[src/rtl/pipe_hazard_ctrl.sv]
// pipe_hazard_ctrl: sequencing controller for the 5-stage pipeline around the EX-stage ALU.
// Resolves load-use stalls, redirect flushes, ALU operand forwarding and the HALT/drain sequence.
//
// Ports:
//   clk, reset           pipeline clock; synchronous active-low reset
//   id_*                 decode-stage instruction: valid, opcode, rs/rt addresses, rt-used flag
//   ex_*                 EX-stage destination info, load flag, taken-redirect flag
//   mem_*                MEM-stage destination info
//   pc_write_en          PC may advance
//   ifid_write_en        IF/ID register may load
//   ifid_flush           IF/ID loads a NOP
//   idex_bubble          ID/EX loads a NOP
//   fwd_a_sel/fwd_b_sel  operand source: 0=regfile, 1=EX result, 2=MEM result
//   halted               pipeline stopped (leaves only through reset)
//   stall_count, flush_count, retire_count  saturating performance counters
//
// Build option: define PIPE_PERF_CNT_EN to implement the performance counters; otherwise
// they read as 0.
module pipe_hazard_ctrl #(
   parameter int unsigned DRAIN_CYCLES = 3,
   parameter int unsigned CNT_W        = 32
) (
   input  logic             clk,
   input  logic             reset,
   input  logic             id_valid,
   input  logic [5:0]       id_op,
   input  logic [4:0]       id_rs_add,
   input  logic [4:0]       id_rt_add,
   input  logic             id_uses_rt,
   input  logic             ex_reg_write,
   input  logic             ex_mem_read,
   input  logic [4:0]       ex_rd_add,
   input  logic             mem_reg_write,
   input  logic [4:0]       mem_rd_add,
   input  logic             ex_redirect,
   output logic             pc_write_en,
   output logic             ifid_write_en,
   output logic             ifid_flush,
   output logic             idex_bubble,
   output logic [1:0]       fwd_a_sel,
   output logic [1:0]       fwd_b_sel,
   output logic             halted,
   output logic [CNT_W-1:0] stall_count,
   output logic [CNT_W-1:0] flush_count,
   output logic [CNT_W-1:0] retire_count
);

   localparam logic [5:0] OpHalt = 6'b010001;

   typedef enum logic [1:0] {StRun, StDrain, StHalted} state_e;

   state_e     state_q, state_d;
   logic [3:0] drain_q, drain_d;

   logic       ex_a_hit, ex_b_hit, mem_a_hit, mem_b_hit;
   logic [1:0] fwd_a, fwd_b;
   logic       load_use, is_halt;
   logic       stall_ev, flush_ev, retire_ev;

   // Register 0 is hardwired, so it never counts as a producer.
   always_comb begin
      ex_a_hit  = ex_reg_write && (ex_rd_add != 5'd0) && (ex_rd_add == id_rs_add);
      ex_b_hit  = ex_reg_write && (ex_rd_add != 5'd0) && (ex_rd_add == id_rt_add);
      mem_a_hit = mem_reg_write && (mem_rd_add != 5'd0) && (mem_rd_add == id_rs_add);
      mem_b_hit = mem_reg_write && (mem_rd_add != 5'd0) && (mem_rd_add == id_rt_add);
      // The younger (EX) result wins over the older (MEM) one.
      fwd_a     = ex_a_hit ? 2'd1 : (mem_a_hit ? 2'd2 : 2'd0);
      fwd_b     = !id_uses_rt ? 2'd0 : (ex_b_hit ? 2'd1 : (mem_b_hit ? 2'd2 : 2'd0));
      load_use  = id_valid && ex_mem_read && (ex_rd_add != 5'd0) &&
                  ((ex_rd_add == id_rs_add) || (id_uses_rt && (ex_rd_add == id_rt_add)));
      is_halt   = id_valid && (id_op == OpHalt);
   end

   always_comb begin
      state_d       = state_q;
      drain_d       = drain_q;
      pc_write_en   = 1'b1;
      ifid_write_en = 1'b1;
      ifid_flush    = 1'b0;
      idex_bubble   = 1'b0;
      fwd_a_sel     = 2'd0;
      fwd_b_sel     = 2'd0;
      halted        = 1'b0;
      stall_ev      = 1'b0;
      flush_ev      = 1'b0;
      if (!reset) begin
         state_d     = StRun;
         drain_d     = 4'd0;
         idex_bubble = 1'b1;
      end else begin
         unique case (state_q)
            StRun: begin
               fwd_a_sel = fwd_a;
               fwd_b_sel = fwd_b;
               if (ex_redirect) begin
                  // PC loads the branch target; the wrong-path instruction in ID is dropped.
                  ifid_flush  = 1'b1;
                  idex_bubble = 1'b1;
                  flush_ev    = 1'b1;
               end else begin
                  if (load_use || is_halt) begin
                     pc_write_en   = 1'b0;
                     ifid_write_en = 1'b0;
                     idex_bubble   = 1'b1;
                  end
                  stall_ev = load_use;
                  if (is_halt) begin
                     state_d = StDrain;
                     drain_d = 4'(DRAIN_CYCLES);
                  end
               end
            end
            StDrain: begin
               // Older instructions still in EX/MEM keep their forwarding paths.
               fwd_a_sel = fwd_a;
               fwd_b_sel = fwd_b;
               if (ex_redirect) begin
                  ifid_flush  = 1'b1;
                  idex_bubble = 1'b1;
                  flush_ev    = 1'b1;
                  state_d     = StRun;
                  drain_d     = 4'd0;
               end else begin
                  pc_write_en   = 1'b0;
                  ifid_write_en = 1'b0;
                  idex_bubble   = 1'b1;
                  drain_d       = drain_q - 4'd1;
                  if (drain_q <= 4'd1) state_d = StHalted;
               end
            end
            StHalted: begin
               pc_write_en   = 1'b0;
               ifid_write_en = 1'b0;
               idex_bubble   = 1'b1;
               halted        = 1'b1;
            end
            default: state_d = StRun;
         endcase
      end
      retire_ev = reset && !idex_bubble && id_valid;
   end

   always_ff @(posedge clk) begin
      state_q <= state_d;
      drain_q <= drain_d;
   end

`ifdef PIPE_PERF_CNT_EN
   localparam logic [CNT_W-1:0] CntOne = CNT_W'(1);

   logic [CNT_W-1:0] stall_q, flush_q, retire_q;

   always_ff @(posedge clk) begin
      if (!reset) begin
         stall_q  <= '0;
         flush_q  <= '0;
         retire_q <= '0;
      end else begin
         if (stall_ev && (stall_q != '1))   stall_q  <= stall_q + CntOne;
         if (flush_ev && (flush_q != '1))   flush_q  <= flush_q + CntOne;
         if (retire_ev && (retire_q != '1)) retire_q <= retire_q + CntOne;
      end
   end

   assign stall_count  = stall_q;
   assign flush_count  = flush_q;
   assign retire_count = retire_q;
`else
   logic unused_ev;
   assign unused_ev    = ^{stall_ev, flush_ev, retire_ev};
   assign stall_count  = '0;
   assign flush_count  = '0;
   assign retire_count = '0;
`endif

endmodule

[config.mk]
export PLATFORM = sky130hd
export DESIGN_NAME = pipe_hazard_ctrl
export DESIGN_NICKNAME = d
export VERILOG_FILES = /design/src/rtl/pipe_hazard_ctrl.sv
export SDC_FILE = /design/constraint.sdc
export NUM_CORES = 1
export LEC_CHECK = 0
export CAP_MARGIN = 0
export CORE_MARGIN = 4
export CORE_UTILIZATION = 34
export CTS_CLUSTER_DIAMETER = 120
export CTS_CLUSTER_SIZE = 25
export DETAILED_ROUTE_END_ITERATION = 10
export PLACE_DENSITY = 0.95
export SETUP_SLACK_MARGIN = 0.02
export SLEW_MARGIN = 20
export SYNTH_ARGS = -nofsm -noshare
export SYNTH_HDL_FRONTEND = slang
export SYNTH_SLANG_ARGS = --single-unit
[constraint.sdc]
create_clock -name clk -period 3.2 [get_ports clk]
set_clock_uncertainty 0.05 [all_clocks]
set_input_delay 0.8 -clock clk [delete_from_list [all_inputs] [get_ports clk]]
set_output_delay 0.8 -clock clk [all_outputs]
set_load 0.02 [all_outputs]
-- Word-level counts from Yosys, hierarchy flattened
Index checks and enable logic that the tools add are counted.
- input port bits: 34
- memory bits (writable): 0
- memory bits (read-only): 0
- register bits: 6
- memories kept: 0
- bits in latches: 0
- reductions and logical operators: 21
- equality and inequality tests: 10
- divide/modulo/power cells: 0
- $add $sub $neg: 1
- order comparisons: 1
- bitwise operators: 1
- shift operators: 0
- mux-type cells: 31
- multiply operators: 0
- operator list (cell ; count):
    $mux W2 ; 13
    $eq A5 B5 Y1 ; 4
    $mux W4 ; 3
    $logic_and A1 B1 Y1 ; 11
    $mux W1 ; 11
    $reduce_bool A5 Y1 ; 2
    $pmux W4 S2 ; 1
    $eq A6 B5 Y1 const B ; 1
    $pmux W2 S3 ; 1
    $le A4 B1 Y1 const B ; 1
    $ne A2 B2 Y1 const B ; 2
    $reduce_and A4 Y1 ; 1
    $reduce_or A2 Y1 ; 2
    $sub A4 B1 Y4 const B ; 1
    $ne A3 B3 Y1 const B ; 1
    $pmux W1 S3 ; 1
    $reduce_and A3 Y1 ; 1
    $eq A2 B1 Y1 const B ; 1
    $eq A2 B2 Y1 const B ; 1
    $logic_not A2 Y1 ; 1
    $logic_or A1 B1 Y1 ; 2
    $pmux W1 S2 ; 1
    $reduce_bool A2 Y1 ; 1
    $not A1 Y1 ; 1

-- Logic depth before layout (Yosys ltp)
- depth after elaboration: 9
- mapped depth: 7
- mapped depth without buffers: 7

-- Worst setup path after synthesis
Ideal clock, no wire load.
- path kind: input-to-output
- start point: in id_op[1]
- end point: out pc_write_en
- path buffers: 1
- stages: 5
- arrival: 2.150 ns
- path slack: 0.200 ns
- cells stage by stage: or3b_4 -> nor4_4 -> or2b_2 -> o2111ai_1 -> buf_4
- longest elaborated chain between the ends: 7
- RTL lines (what ; line ; RTL):
    from (decl) ; 26 ; input logic [5:0] id_op,
    $eq A6 B5 Y1 ; 71 ; is_halt = id_valid && (id_op == OpHalt);
    $logic_and A1 B1 Y1 ; 71 ;
    $logic_or A1 B1 Y1 ; 101 ; if (load_use || is_halt) begin
    $mux W1 (2 in series) ; - ;
    $pmux W1 S3 ; - ;
    $mux W1 ; - ;
    to (decl) ; 36 ; output logic pc_write_en,
Every way passes these cells.

-- Worst setup path in the final report
- start point: in mem_rd_add[1]
- end point: out fwd_b_sel[1]
- longest elaborated chain between the ends: 8
- elaborated cells between the ends (all ways): 9
- RTL lines (what ; line ; RTL):
    from (decl) ; 34 ; input logic [4:0] mem_rd_add,
    $reduce_bool A5 Y1 ; 65 ; mem_b_hit = mem_reg_write && (mem_rd_add != 5'd0) && (mem_rd_add == id_rt_add);
    $logic_and A1 B1 Y1 ; 65 ;
    $logic_and A1 B1 Y1 (*) ; 65 ;
    $mux W2 (*) (3 in series) ; 68 ; fwd_b = !id_uses_rt ? 2'd0 : (ex_b_hit ? 2'd1 : (mem_b_hit ? 2'd2 : 2'd0));
    $mux W2 (*) ; 91 ; unique case (state_q)
    $mux W2 (*) ; 86 ; if (!reset) begin
    to (decl) ; 41 ; output logic [1:0] fwd_b_sel,
Every way passes the cells marked *; elsewhere a longest branch is shown, timed or not.

==> summary by stage <==
Outcome
The flow ran to the end, and the final reports show no timing, DRC or antenna violations.

Final layout
The repair_antennas step left the layout with diodes totalling 0. The ratio of cells with drive above 1 in the final layout is 19.34%. The final standard cell count with taps included and fillers excluded is 326. The synthesis-to-finish area growth is 26.61%. After the last flow step, the layout net total stands at 316. Once layout is done, the placed cells without fillers occupy 1964 sq um.

Route
Detailed routing placed a total of about 2300 um of wire on met2. After detailed routing, the average wire length per cell comes to around 12 um. The total length of routed wires is 4056 um.

The violation count after the first detailed-routing iteration is 54. The total number of vias is 1,345. In the routed design, unresolved DRC markers number 0. After detailed routing, the number of vias per cell comes to about 4.1. In this run the remaining antenna-violating nets after routing total 0.

The highest metal layer used by the detailed router is met4. The total met3 wirelength after detailed routing is 335 um. The detailed-router iteration count before antenna repair is 4.

After detailed routing, the wire length on met1 is 1247 um.

Power
The total power per unit cell area is 214.0 nW/um^2. The highest ir drop seen on vdd is 0.1078 mV. The analysis attributes to cell leakage a power of 1.022 nW.

Floorplanning
Once the floorplan was initialized, standard cells occupied 35.39% of the core. The overall die height is roughly 76 um. The die covers 5708 sq um. The placeable core area is between 4000 and 5000 sq um. In this run the horizontal extent of the chip is 75.55 um.

For this design the top-level I/O count stands at between 100 and 150. After floorplanning, the core was divided into 24 placement rows.

Hold path
The critical hold path startpoint is drain_q[3]. Along the worst hold path, the cell count comes to 2. For hold timing, the worst endpoint is drain_q[3].

The class of the tightest hold or removal check is flop to flop.

Timing
The worst path in the final design needs a cycle of roughly 3200 ps, including I/O delays and setup. The final hold violation count came to 0. Derived from the worst setup path, the maximum achievable clock frequency is approximately 320 MHz.

The final max-slew violation count was 0. Setup violations remaining at the end of the flow were counted as 0. The portion of the clock cycle consumed by the worst path in the final layout is ~99%.

Across all hold checks on the routed design, the worst slack comes to 431.4 ps. Setup slack on the critical path of the routed design comes to 39.99 ps. Summed over all failing endpoints, the final setup total negative slack is 0 ps.

Flow run
The max capacitance violation total is 0.

Synth
In the synthesized netlist the async set-or-reset flop fraction comes to 0%. The number of instances in the synthesized netlist is 208. The unique cell type count in the Yosys netlist is 37. Counting flops and latches in the post-synthesis netlist gives 6. Summing the sequential cell areas from Yosys gives 7.742% of the chip area. Yosys printed 0 warnings. The synthesized cell area is 1551 sq um. The number of enable-type register cells in the synthesized netlist is 0. The commonest register cell after synthesis is sky130_fd_sc_hd__dfxtp_1. Each instance of the synthesized netlist takes up on average 7.459 sq um.

Worst setup path
The worst setup slack for register-to-register paths is 1500 ps. The required time at the worst-slack endpoint is 2350 ps. The delay of the slowest cell on the worst path is 530 ps.

The endpoint of the most critical register-to-register path is state_q[0]. The startpoint-to-endpoint class of the critical path is primary input to output port. The number of cells on the worst reg-to-reg path is 6.

The worst flop-to-flop path startpoint is state_q[1]. For this design, the slowest cell found on the critical path is sky130_fd_sc_hd__or4_4. STA classifies the critical path startpoint as a primary input. Traced cell by cell, the critical path runs through clkdlybuf4s50_1, or4_4, o21ai_4, nor4_1, nand4_1, nor2b_1, buf_4.

The endpoint kind of the worst setup timing path is an output port. The critical path data arrival time is 2310 ps. In this run the worst path has a maximum fanout of 2.

GRT
The initial antenna violation count is 0. For this run the aggregate overflow at the end of global routing stands at 0. The number of global-route vias before repair came to 1,307. The first global-routing pass estimated around 5500 um of wire.

Entering global routing, the biggest net connects 11 pins. Global routing consumed, over all layers together, approximately an eighth of the routing resources.

CTS
The CTS H-tree depth is 1. TritonCTS built the clock tree. The clock latency at the later pin of the worst-skew pair is 220 ps.

The root buffer cell is sky130_fd_sc_hd__clkbuf_8. Counting the buffers created by CTS gives 3. The total clock sinks is 6.

Counting along the longest clock path gives a buffer depth of 2. The clock transition time at the flip-flop clock pins of the worst setup and hold paths is roughly 30 ps.

Place
In this run, placement finished with an instance count of 321. Detailed placement ended at an HPWL of around 3400 um. The placed instance area is 1831 sq um. The placer congestion estimate is 0.8277. Before CTS, the worst setup slack after placement is -602.7 ps. Port buffering added 42 buffers.
worst max-delay path: cells and delay by family:
| kind | cells | cell delay (ps) |
|---|---|---|
| simple gates | 4 | 770 |
| compound gates | 1 | 150 |
| buf+inv | 2 | 590 |
final cells by class:
type / count / area [sq um]
tap: 52 / 65.06
multi-input combinational: 190 / 1089
inverter: 8 / 30.03
clock buffer: 3 / 41.29
sequential: 6 / 120.1
fill: 432 / 2420
timing repair buffer: 67 / 619.3
how the worst max path moves through the flow:
stage | end | slack, ps | start
floorplan | pc_write_en | 200 | id_op[1]
global placement | idex_bubble | -490 | ex_rd_add[3]
detailed placement | idex_bubble | -600 | ex_rd_add[3]
CTS | fwd_b_sel[1] | 20 | mem_rd_add[3]
global route | fwd_b_sel[1] | -0.3 | reset
finish | fwd_b_sel[1] | 40 | mem_rd_add[1]
where the power goes:
| group | switching [mW] | total, mW | internal [mW] |
|---|---|---|---|
| clock | 0.0326 | 0.113 | 0.0808 |
| combinational | 0.156 | 0.231 | 0.0750 |
| sequential | 0.000332 | 0.0758 | 0.0755 |
layer usage:
metal  up-vias  global-route usage [%]
li1        623                       -
met1       621                   11.24
met2        87                   25.98
met3        14                   2.507
met4         0                   7.379
met5         -                       0
what timing repair did:
| action | 4_1_cts | 5_1_grt |
|---|---|---|
| resized for setup | 46 | 20 |
| hold buffers | 0 | 0 |
| buffers inserted | 1 | 1 |
| pin swaps | 10 | 10 |
| setup endpoints to repair | 7 | 7 |
per-stage QoR:
step           util, %  total power, mW
2_1_floorplan        -           0.3031
3_3_place_gp     41.75           0.2911
3_5_place_dp     41.75           0.2956
4_1_cts          43.07           0.4101
5_1_grt          44.81           0.4443
6_report         44.81           0.4204
cell usage in the layout, fill, tap and decap left out, types with 3 or more instances in the layout:
cell,instances
sky130_fd_sc_hd__dlygate4sd2_1,8
sky130_fd_sc_hd__clkdlybuf4s50_1,19
sky130_fd_sc_hd__buf_4,27
sky130_fd_sc_hd__nor2_1,7
sky130_fd_sc_hd__xnor2_1,10
sky130_fd_sc_hd__ha_1,6
sky130_fd_sc_hd__inv_1,8
sky130_fd_sc_hd__xor2_1,11
sky130_fd_sc_hd__nor3_2,3
sky130_fd_sc_hd__buf_6,3
sky130_fd_sc_hd__dlymetal6s2s_1,8
sky130_fd_sc_hd__dfxtp_1,6
sky130_fd_sc_hd__conb_1,96
sky130_fd_sc_hd__nand4_1,3
sky130_fd_sc_hd__nand2_1,11
sky130_fd_sc_hd__clkbuf_8,3
sky130_fd_sc_hd__o21ai_0,6
Yosys cell counts (2+ instances only):
cell type | n | area, sq um
sky130_fd_sc_hd__nor2b_1 | 2 | 12.51
sky130_fd_sc_hd__nand4_1 | 3 | 18.77
sky130_fd_sc_hd__a21oi_1 | 2 | 10.01
sky130_fd_sc_hd__nor4_1 | 2 | 12.51
sky130_fd_sc_hd__xor2_1 | 11 | 96.34
sky130_fd_sc_hd__nand3_1 | 4 | 20.02
sky130_fd_sc_hd__inv_1 | 8 | 30.03
sky130_fd_sc_hd__nand2_1 | 11 | 41.29
sky130_fd_sc_hd__xnor2_1 | 10 | 87.58
sky130_fd_sc_hd__clkbuf_1 | 2 | 7.510
sky130_fd_sc_hd__a31oi_1 | 2 | 12.51
sky130_fd_sc_hd__nor3_1 | 5 | 25.02
sky130_fd_sc_hd__dfxtp_1 | 6 | 120.1
sky130_fd_sc_hd__nor2_1 | 9 | 33.78
sky130_fd_sc_hd__o21ai_0 | 7 | 35.03
sky130_fd_sc_hd__ha_1 | 6 | 75.07
sky130_fd_sc_hd__buf_4 | 97 | 728.2
sky130_fd_sc_hd__and2_1 | 2 | 12.51
sequential cells by signal, indices dropped and copies added, names as in the netlist:
name	flops
drain_q	4
state_q	2
kinds of logic (layout without fill, tap and decap cells):
family | after synthesis | after routing | synth area share (%)
AO/OA/AOI/OAI | 21 | 21 | 9.194
buffers and inverters | 107 | 78 | 49.36
XOR/XNOR | 21 | 21 | 11.85
multiplexers | 1 | 1 | 0.6452
flip-flops | 6 | 6 | 7.742
other | 1 | 96 | 0.2417
AND/OR/NAND/NOR | 45 | 45 | 16.13
adder cells (fa/ha/maj) | 6 | 6 | 4.839
(Power assumes the default switching activity.)
